## config.mk

```make
export PLATFORM = sky130hd
export DESIGN_NAME = mem_arbiter
export DESIGN_NICKNAME = d
export VERILOG_FILES = /design/src/rtl/mem_arb_pkg.sv /design/src/rtl/arb_port_mux.sv /design/src/rtl/mem_arbiter.sv
export SDC_FILE = /design/constraint.sdc
export NUM_CORES = 1
export LEC_CHECK = 0
export CORE_AREA = 2 2 118 120
export DETAILED_ROUTE_END_ITERATION = 12
export DIE_AREA = 0 0 120 122
export GPL_TIMING_DRIVEN = 0
export PLACE_DENSITY = 0.64
export SLEW_MARGIN = 20
export SYNTH_ARGS = -nofsm -noshare
export SYNTH_HDL_FRONTEND = slang
export SYNTH_SLANG_ARGS = --single-unit
```

## constraint.sdc

```tcl
create_clock -name clock -period 6.02 [get_ports clock]
set_input_delay 0.602 -clock clock [delete_from_list [all_inputs] [get_ports clock]]
set_output_delay 0.602 -clock clock [all_outputs]
set_load 0.005 [all_outputs]
```

## src/rtl/mem_arb_pkg.sv

```systemverilog
// rtl/mem_arb_pkg.sv - shared state encoding, owner codes and defaults for mem_arbiter
//
// Purpose: common definitions imported by mem_arbiter and arb_port_mux.
// Ports:   none (package).

package mem_arb_pkg;

  typedef enum logic [1:0] {
    IDLE    = 2'd0,
    GRANT_I = 2'd1,
    GRANT_D = 2'd2,
    RELEASE = 2'd3
  } arb_state_t;

  localparam logic [1:0] OWNER_NONE = 2'b00;
  localparam logic [1:0] OWNER_I    = 2'b01;
  localparam logic [1:0] OWNER_D    = 2'b10;

  localparam int DEFAULT_STARVE_LIMIT = 4;
  localparam int DEFAULT_TIMEOUT      = 255;

  function automatic logic [1:0] owner_of(input arb_state_t s);
    case (s)
      GRANT_I: return OWNER_I;
      GRANT_D: return OWNER_D;
      default: return OWNER_NONE;
    endcase
  endfunction

endpackage

```

## src/rtl/arb_port_mux.sv

```systemverilog
// rtl/arb_port_mux.sv - requester-to-memory field select and response demux
//
// Purpose: routes the owning requester's rw/address/write data onto the memory
//          port and returns read data / ready only to that owner.
// Ports:
//   owner                 current grant owner code (none / I / D)
//   complete              completion pulse for the owner this cycle
//   abort                 timeout completion: returned data forced to zero
//   i_rw/i_address/i_data_in, d_rw/d_address/d_data_in   requester fields
//   mem_out               read data from memory
//   mem_rw/mem_address/mem_in                            memory-side fields
//   i_data_out/i_ready, d_data_out/d_ready               requester responses

module arb_port_mux import mem_arb_pkg::*; #(
  parameter int ADDR_WIDTH = 32,
  parameter int DATA_WIDTH = 32
) (
  input  logic [1:0]            owner,
  input  logic                  complete,
  input  logic                  abort,
  input  logic                  i_rw,
  input  logic [ADDR_WIDTH-1:0] i_address,
  input  logic [DATA_WIDTH-1:0] i_data_in,
  input  logic                  d_rw,
  input  logic [ADDR_WIDTH-1:0] d_address,
  input  logic [DATA_WIDTH-1:0] d_data_in,
  input  logic [DATA_WIDTH-1:0] mem_out,
  output logic                  mem_rw,
  output logic [ADDR_WIDTH-1:0] mem_address,
  output logic [DATA_WIDTH-1:0] mem_in,
  output logic [DATA_WIDTH-1:0] i_data_out,
  output logic                  i_ready,
  output logic [DATA_WIDTH-1:0] d_data_out,
  output logic                  d_ready
);

  logic [DATA_WIDTH-1:0] ret_data;

  assign ret_data = abort ? '0 : mem_out;

  // Everything not belonging to the current owner stays at zero, so the
  // losing requester never sees stray data or a ready pulse.
  always_comb begin
    mem_rw      = 1'b0;
    mem_address = '0;
    mem_in      = '0;
    i_data_out  = '0;
    i_ready     = 1'b0;
    d_data_out  = '0;
    d_ready     = 1'b0;
    case (owner)
      OWNER_I: begin
        mem_rw      = i_rw;
        mem_address = i_address;
        mem_in      = i_data_in;
        i_data_out  = ret_data;
        i_ready     = complete;
      end
      OWNER_D: begin
        mem_rw      = d_rw;
        mem_address = d_address;
        mem_in      = d_data_in;
        d_data_out  = ret_data;
        d_ready     = complete;
      end
      default: ;
    endcase
  end

endmodule

```

## src/rtl/mem_arbiter.sv

```systemverilog
// rtl/mem_arbiter.sv - I/D cache memory-port arbiter with anti-starvation and timeout
//
// Purpose: shares one memory port between the I-cache and D-cache. D wins ties
//          until I has lost STARVE_LIMIT times in a row; grants that see no
//          mem_ready for TIMEOUT cycles are aborted and flagged.
// Ports:
//   clock, reset                       clock, synchronous active-high reset
//   i_strobe/i_rw/i_address/i_data_in  I-cache request
//   i_data_out/i_ready                 I-cache response
//   d_* (same set)                     D-cache request/response
//   mem_enable/mem_rw/mem_address/mem_in   memory request
//   mem_out/mem_ready                  memory response
//   timeout_err                        sticky abort flag
//   grant_owner                        00 none, 01 I, 10 D

module mem_arbiter import mem_arb_pkg::*; #(
  parameter int ADDR_WIDTH   = 32,
  parameter int DATA_WIDTH   = 32,
  parameter int STARVE_LIMIT = DEFAULT_STARVE_LIMIT,
  parameter int TIMEOUT      = DEFAULT_TIMEOUT
) (
  input  logic                  clock,
  input  logic                  reset,
  input  logic                  i_strobe,
  input  logic                  i_rw,
  input  logic [ADDR_WIDTH-1:0] i_address,
  input  logic [DATA_WIDTH-1:0] i_data_in,
  output logic [DATA_WIDTH-1:0] i_data_out,
  output logic                  i_ready,
  input  logic                  d_strobe,
  input  logic                  d_rw,
  input  logic [ADDR_WIDTH-1:0] d_address,
  input  logic [DATA_WIDTH-1:0] d_data_in,
  output logic [DATA_WIDTH-1:0] d_data_out,
  output logic                  d_ready,
  output logic                  mem_enable,
  output logic                  mem_rw,
  output logic [ADDR_WIDTH-1:0] mem_address,
  output logic [DATA_WIDTH-1:0] mem_in,
  input  logic [DATA_WIDTH-1:0] mem_out,
  input  logic                  mem_ready,
  output logic                  timeout_err,
  output logic [1:0]            grant_owner
);

  localparam logic [3:0] STARVE_MAX = 4'(STARVE_LIMIT);
  localparam logic [7:0] TMO_MAX    = 8'(TIMEOUT);

  arb_state_t state, state_next;
  logic [3:0] starve_cnt, starve_next;
  logic [7:0] tmo_cnt, tmo_next;
  logic       err_next;
  logic       owner_strobe;
  logic       complete;
  logic       abort;

  always_ff @(posedge clock) begin
    if (reset) begin
      state       <= IDLE;
      starve_cnt  <= '0;
      tmo_cnt     <= '0;
      timeout_err <= 1'b0;
    end else begin
      state       <= state_next;
      starve_cnt  <= starve_next;
      tmo_cnt     <= tmo_next;
      timeout_err <= err_next;
    end
  end

  always_comb begin
    state_next   = state;
    starve_next  = starve_cnt;
    tmo_next     = tmo_cnt;
    err_next     = timeout_err;
    owner_strobe = 1'b0;
    complete     = 1'b0;
    abort        = 1'b0;
    case (state)
      IDLE: begin
        tmo_next = '0;
        if (i_strobe && d_strobe) begin
          // starve_cnt counts consecutive I losses; at the limit I takes the turn.
          if (starve_cnt >= STARVE_MAX) begin
            state_next  = GRANT_I;
            starve_next = '0;
          end else begin
            state_next = GRANT_D;
            if (starve_cnt != 4'hF) starve_next = starve_cnt + 4'd1;
          end
        end else if (d_strobe) begin
          state_next = GRANT_D;
        end else if (i_strobe) begin
          state_next  = GRANT_I;
          starve_next = '0;
        end
      end
      GRANT_I, GRANT_D: begin
        owner_strobe = (state == GRANT_I) ? i_strobe : d_strobe;
        if (!owner_strobe) begin
          // Requester walked away: drop the grant silently.
          state_next = IDLE;
          tmo_next   = '0;
        end else if (mem_ready) begin
          complete   = 1'b1;
          state_next = RELEASE;
          tmo_next   = '0;
        end else if (tmo_cnt >= TMO_MAX) begin
          complete   = 1'b1;
          abort      = 1'b1;
          err_next   = 1'b1;
          state_next = RELEASE;
          tmo_next   = '0;
        end else begin
          tmo_next = tmo_cnt + 8'd1;
        end
      end
      RELEASE: state_next = IDLE;
      default: state_next = IDLE;
    endcase
  end

  assign mem_enable  = (state == GRANT_I) || (state == GRANT_D);
  assign grant_owner = owner_of(state);

  arb_port_mux #(
    .ADDR_WIDTH (ADDR_WIDTH),
    .DATA_WIDTH (DATA_WIDTH)
  ) u_port_mux (
    .owner       (grant_owner),
    .complete    (complete),
    .abort       (abort),
    .i_rw        (i_rw),
    .i_address   (i_address),
    .i_data_in   (i_data_in),
    .d_rw        (d_rw),
    .d_address   (d_address),
    .d_data_in   (d_data_in),
    .mem_out     (mem_out),
    .mem_rw      (mem_rw),
    .mem_address (mem_address),
    .mem_in      (mem_in),
    .i_data_out  (i_data_out),
    .i_ready     (i_ready),
    .d_data_out  (d_data_out),
    .d_ready     (d_ready)
  );

endmodule

```

### After elaboration in Yosys (flattened, before gate mapping)

Index checks and enable logic that the tools add are counted.

* bits in registers: 15
* word-level logic and storage cells: 62

* $add $sub $neg: 2
* magnitude comparators: 2
* equal/unequal tests: 10
* multiplexer cells: 34
* bitwise operators: 1
* reduce and logical (&&, ||, !) cells: 9

Operator list (number)
* 32-bit case mux with 2 select lines: 2
* 32-bit two-way mux: 3
* 8-bit two-way mux: 3
* 4-bit two-way mux: 5
* 8-bit case mux with 2 select lines: 1
* 2-bit two-way mux: 7
* 4-bit inequality test (second input constant): 3
* 1-bit two-way mux: 10
* 8-bit by 1-bit adder with 8-bit output (second input constant): 1
* 8-bit greater-or-equal comparator (second input constant): 1
* 4-bit AND reduction: 2
* 2-bit equality test (second input constant): 3
* 2-bit case mux with 3 select lines: 1
* 4-bit by 1-bit adder with 4-bit output (second input constant): 1
* 2-bit by 1-bit equality test with 1-bit output (second input constant): 2
* 4-bit by 3-bit greater-or-equal comparator with 1-bit output (second input constant): 1
* 2-bit case mux with 2 select lines: 1
* 2-bit nonzero test: 2
* 3-bit by 1-bit inequality test with 1-bit output (second input constant): 1
* 2-bit logical NOT: 1
* 2-bit by 1-bit inequality test with 1-bit output (second input constant): 1
* 1-bit case mux with 2 select lines: 1
* 2-bit AND reduction: 1
* 2-bit OR reduction: 1
* 3 further kinds: 3

### Longest topological paths before layout

* word-level depth: 7
* depth in mapped cells: 8

### Cells and area by module

From an unflattened synthesis, not the netlist that was laid out.

* cell total of the unflattened synthesis: 325
* area total of the unflattened synthesis: 2192.1 µm²

By module, submodules not included
* arb_port_mux: times used 1, cells each 230, area each 1345.0 µm², seq. area each 0.0 µm²
* mem_arbiter: times used 1, cells each 95, area each 847.1 µm², seq. area each 300.3 µm²

### Worst setup path before layout

Ideal clock, no wire load.

* path kind: reg2out
* start point: register state[1]
* end point: output port d_data_out[10]
* data arrival time: 1.761 ns
* path slack: 3.657 ns
* stages on the path, launching flop included: 9
* path through: dfxtp_1 inv_1 ha_1 mux2_4 and3b_1 buf_4 a21boi_4 buf_4 and2_1

* word-level cells in the longest chain between the ends: 6

Ends and longest elaborated chain
* from (decl): line mem_arbiter.sv:49 `arb_state_t state, state_next;`
* from (signal assigned): line mem_arbiter.sv:64 `state <= state_next;`
* 2-bit by 1-bit equality test with 1-bit output: line mem_arb_pkg.sv:23, mem_arbiter.sv:79, mem_arbiter.sv:99
* 1-bit two-way mux: line mem_arbiter.sv:99 `owner_strobe = (state == GRANT_I) ? i_strobe : d_strobe;`
* 1-bit two-way mux: line mem_arbiter.sv:100 `if (!owner_strobe) begin`
* 1-bit two-way mux: line mem_arbiter.sv:79 `case (state)`
* 32-bit two-way mux: line arb_port_mux.sv:39 `assign ret_data = abort ? '0 : mem_out;`
* 32-bit two-way mux (*): line arb_port_mux.sv:51 `case (owner)`
* to (decl): line mem_arbiter.sv:34 `output logic [DATA_WIDTH-1:0] d_data_out,`

Every way passes the cells marked *; elsewhere a longest branch is shown, timed or not.

### Worst setup path in the final report

* start point: register state[1]
* end point: output port mem_address[9]

* word-level cells in the longest chain between the ends: 4

Ends and longest elaborated chain
* 2-bit equality test or 2-bit by 1-bit equality test with 1-bit output (tied branches): line mem_arb_pkg.sv:23 `case (s)`
* 2-bit case mux with 2 select lines (*): line mem_arb_pkg.sv:23
* 2-bit equality test or 2-bit by 1-bit equality test with 1-bit output (tied branches): line arb_port_mux.sv:51
* 32-bit case mux with 2 select lines (*): line arb_port_mux.sv:51
* to (decl): line mem_arbiter.sv:38 `output logic [ADDR_WIDTH-1:0] mem_address,`

Marked as above.

==> impl_metrics.py <==
metrics = {
    "run_status": {
        "status": "complete, no violations",
    },
    "setup_path": {
        "path_buf_inv": 4,
        "slowest_stage": "clkbuf_1",
        "start_kind": "flop",
        "reg2reg_slack_ns": 3.83,
        "crit_top_cell": "clkbuf_1",
        "crit_path_max_fanout": 10,
        "slowest_delay_ns": 0.62,
        "path_cells": "inv_1 -> ha_1 -> clkbuf_1 -> clkbuf_1 -> a22oi_1 -> nor2b_1 -> clkdlybuf4s50_1",
        "end_kind": "output port",
        "critPathRequiredTime_ns": 5.42,
        "cp_top_family": "buffers and inverters",
        "arrival_ns": 3.09,
        "setup.worst_path.class": "reg2out",
    },
    "sta": {
        "setup-tns-final_ns": 0,
        "relSlewSlack_pct": 43.12,
        "fin_crit_sh_pct": 61.37,
        "worst_pin_slew_ns": 0.8532,
        "rsz0062_at_grt": "false",
        "fin_crit_ns": 3.694,
        "hold_viol": 0,
        "slew_viol_final": 0,
        "final-setup-viol-count": 0,
        "fin_skew_ns": 0.004642,
        "fmax_mhz": 270.7,
    },
    "power": {
        "ir_drop_uv": 109.0,
        "pwr_density_cell_nw_per_um2": 253.2,
        "p_leak_nw": 1.916,
    },
    "route": {
        "num_vias": 3536,
        "wirelength_um": 12950,
        "ant_nets": 0,
        "drc": 0,
        "firstDrtPassIters": 4,
        "wl_per_cell_um": 16.23,
        "vias_per_cell": 4.431,
        "drt_iter0_markers": 100,
    },
    "job": {
        "max_cap_violations": 0,
    },
    "floorplan": {
        "initial_core_util_pct": 16.96,
        "coreArea_um2": 13500,
        "dieHeight_um": 122,
        "rows": 43,
        "dieWidth_um": 120,
        "io_pins": 302,
        "die-area_um2": 14640,
    },
    "global_route": {
        "track_usage_pct": 16.30,
        "grt_pass1_vias": 3597,
        "grt_max_degree": 11,
        "antenna_found_initial": 0,
        "grt_pass1_wl_um": 19120,
        "overflow": 0,
    },
    "cells_and_area": {
        "syn2layout_area_growth_pct": 144.5,
        "nNetsFinal": 795,
        "final_layout_size_suffix_gt1_share_pct": 2.751,
        "nFillCells": 1357,
        "finalNonFillerCells": 798,
        "layout_common_cells": "clkdlybuf4s50_1 (300), nor2b_1 (66), a22oi_1 (65), and2_1 (64), clkbuf_1 (18)",
        "final_common_cell": "clkdlybuf4s50_1",
        "antenna_cells": 0,
    },
    "synth": {
        "synthesis.instances": 314,
        "synth_cell_types": 32,
        "synth_edf_count": 0,
        "avgSynthCellArea_um2": 7.292,
        "synth_warnings": 0,
        "syn-cell-area_um2": 2290,
        "synth_ff_type": "dfxtp_1",
        "synthArstFlopShare_pct": 0,
        "ys_ff_latch": 15,
        "yosysSeqAreaShare_pct": 13.11,
        "syn_nets": 490,
    },
    "cts": {
        "cts_resized": 0,
        "cts_max_level": 1,
        "cts_sinks": 15,
        "root_buffer": "clkbuf_16",
        "clkTransAtPathRegs_ns": 0.05,
        "insertion_delay_ns": 0.24,
        "cts_buffers": 3,
        "cts_hold_buffers": 0,
        "clock_path_buffers": 2,
        "tritoncts": "built",
        "post-cts-setup-buffers": 0,
    },
    "placed_design": {
        "gp_congestion": 0.8010,
        "port_buffers": 300,
        "dp_hpwl_um": 10800,
        "place_inst": 794,
    },
    "min_path": {
        "hold_path_class": "reg2reg",
    },
}
==> through the flow <==
stage | utilization [%] | hold WS, ns | total power [mW] | worst slack [ns] | area [um2]
after floorplan | - | 0.4356 | 0.6546 | 3.657 | 2290
after global placement | 40.86 | 0.4455 | 1.293 | 2.526 | 5518
after detailed placement | 40.86 | 0.4537 | 1.304 | 2.502 | 5518
after CTS | 41.45 | 0.4602 | 1.436 | 2.290 | 5598
after global routing | 41.45 | 0.4902 | 1.531 | 2.111 | 5598
final | 41.45 | 0.4582 | 1.417 | 2.326 | 5598
==> routing by layer <==
layer	track usage [%]	vias up	part of all wire, %
met5	0	-	0
met4	2.353	0	0.89
met3	4.401	10	9.8
met2	32.14	225	53
met1	17.56	1593	36
li1	-	1708	-
==> state kept, by name (all words and copies together) (netlist names) <==
name	flops
tmo_cnt	8
starve_cnt	4
state	2
timeout_err	1
==> path summary, 6_finish.rpt <==
path | end | from | depth (start not counted)
worst min register to register | starve_cnt[1] | starve_cnt[1] | 2
worst min-delay path | starve_cnt[1] | starve_cnt[1] | 2
worst max register to register | tmo_cnt[2] | state[1] | 7
worst max-delay path | mem_address[9] | state[1] | 7
==> worst register-to-register path: stages, from the launching register on <==
cell	delay, ns
dfxtp_1	0.35
inv_1	0.14
ha_1	0.34
mux2_4	0.35
and3b_1	0.17
buf_4	0.17
a21oi_1	0.43
nor3_1	0.11
==> final cells by class <==
class	count	area, um2	share of cell area, %
repair buffers	300	3003	53.64
multi-input cells	267	1843	32.92
flip-flops and latches	15	300.3	5.364
well taps	180	225.2	4.023
plain buffers	30	138.9	2.481
clock buffers	3	75.07	1.341
inverters	2	7.507	0.1341
clock inverters	1	5.005	0.08941
==> Yosys cell counts, types with 3 or more instances <==
| cell type | n | share of area (%) |
|---|---|---|
| a21oi_1 | 8 | 1.7 |
| a22oi_1 | 65 | 21 |
| and2_1 | 64 | 17 |
| buf_1 | 5 | 0.82 |
| buf_4 | 7 | 2.3 |
| clkbuf_1 | 18 | 3.0 |
| dfxtp_1 | 15 | 13 |
| ha_1 | 9 | 4.9 |
| nand2_1 | 5 | 0.82 |
| nand3_1 | 4 | 0.87 |
| nand4_1 | 3 | 0.82 |
| nor2_1 | 8 | 1.3 |
| nor2b_1 | 66 | 18 |
| nor3_1 | 8 | 1.7 |
| xnor2_1 | 3 | 1.1 |
| xor2_1 | 4 | 1.5 |
==> cell families (layout without fill, tap and decap cells) <==
kind of cell	after synthesis	after routing	share of synthesized area, %
compound gates	78	78	26.23
xor+xnor	7	7	2.678
fa+ha+maj	9	9	4.918
buf+inv	32	336	6.393
flops	15	15	13.11
mux	3	3	1.584
simple gates	170	170	45.08
==> power breakdown <==
| part | internal, mW | switching [mW] |
|---|---|---|
| registers | 0.107 | 0.00817 |
| clock network | 0.0886 | 0.0396 |
| logic | 0.663 | 0.511 |
(Power assumes the default switching activity.)
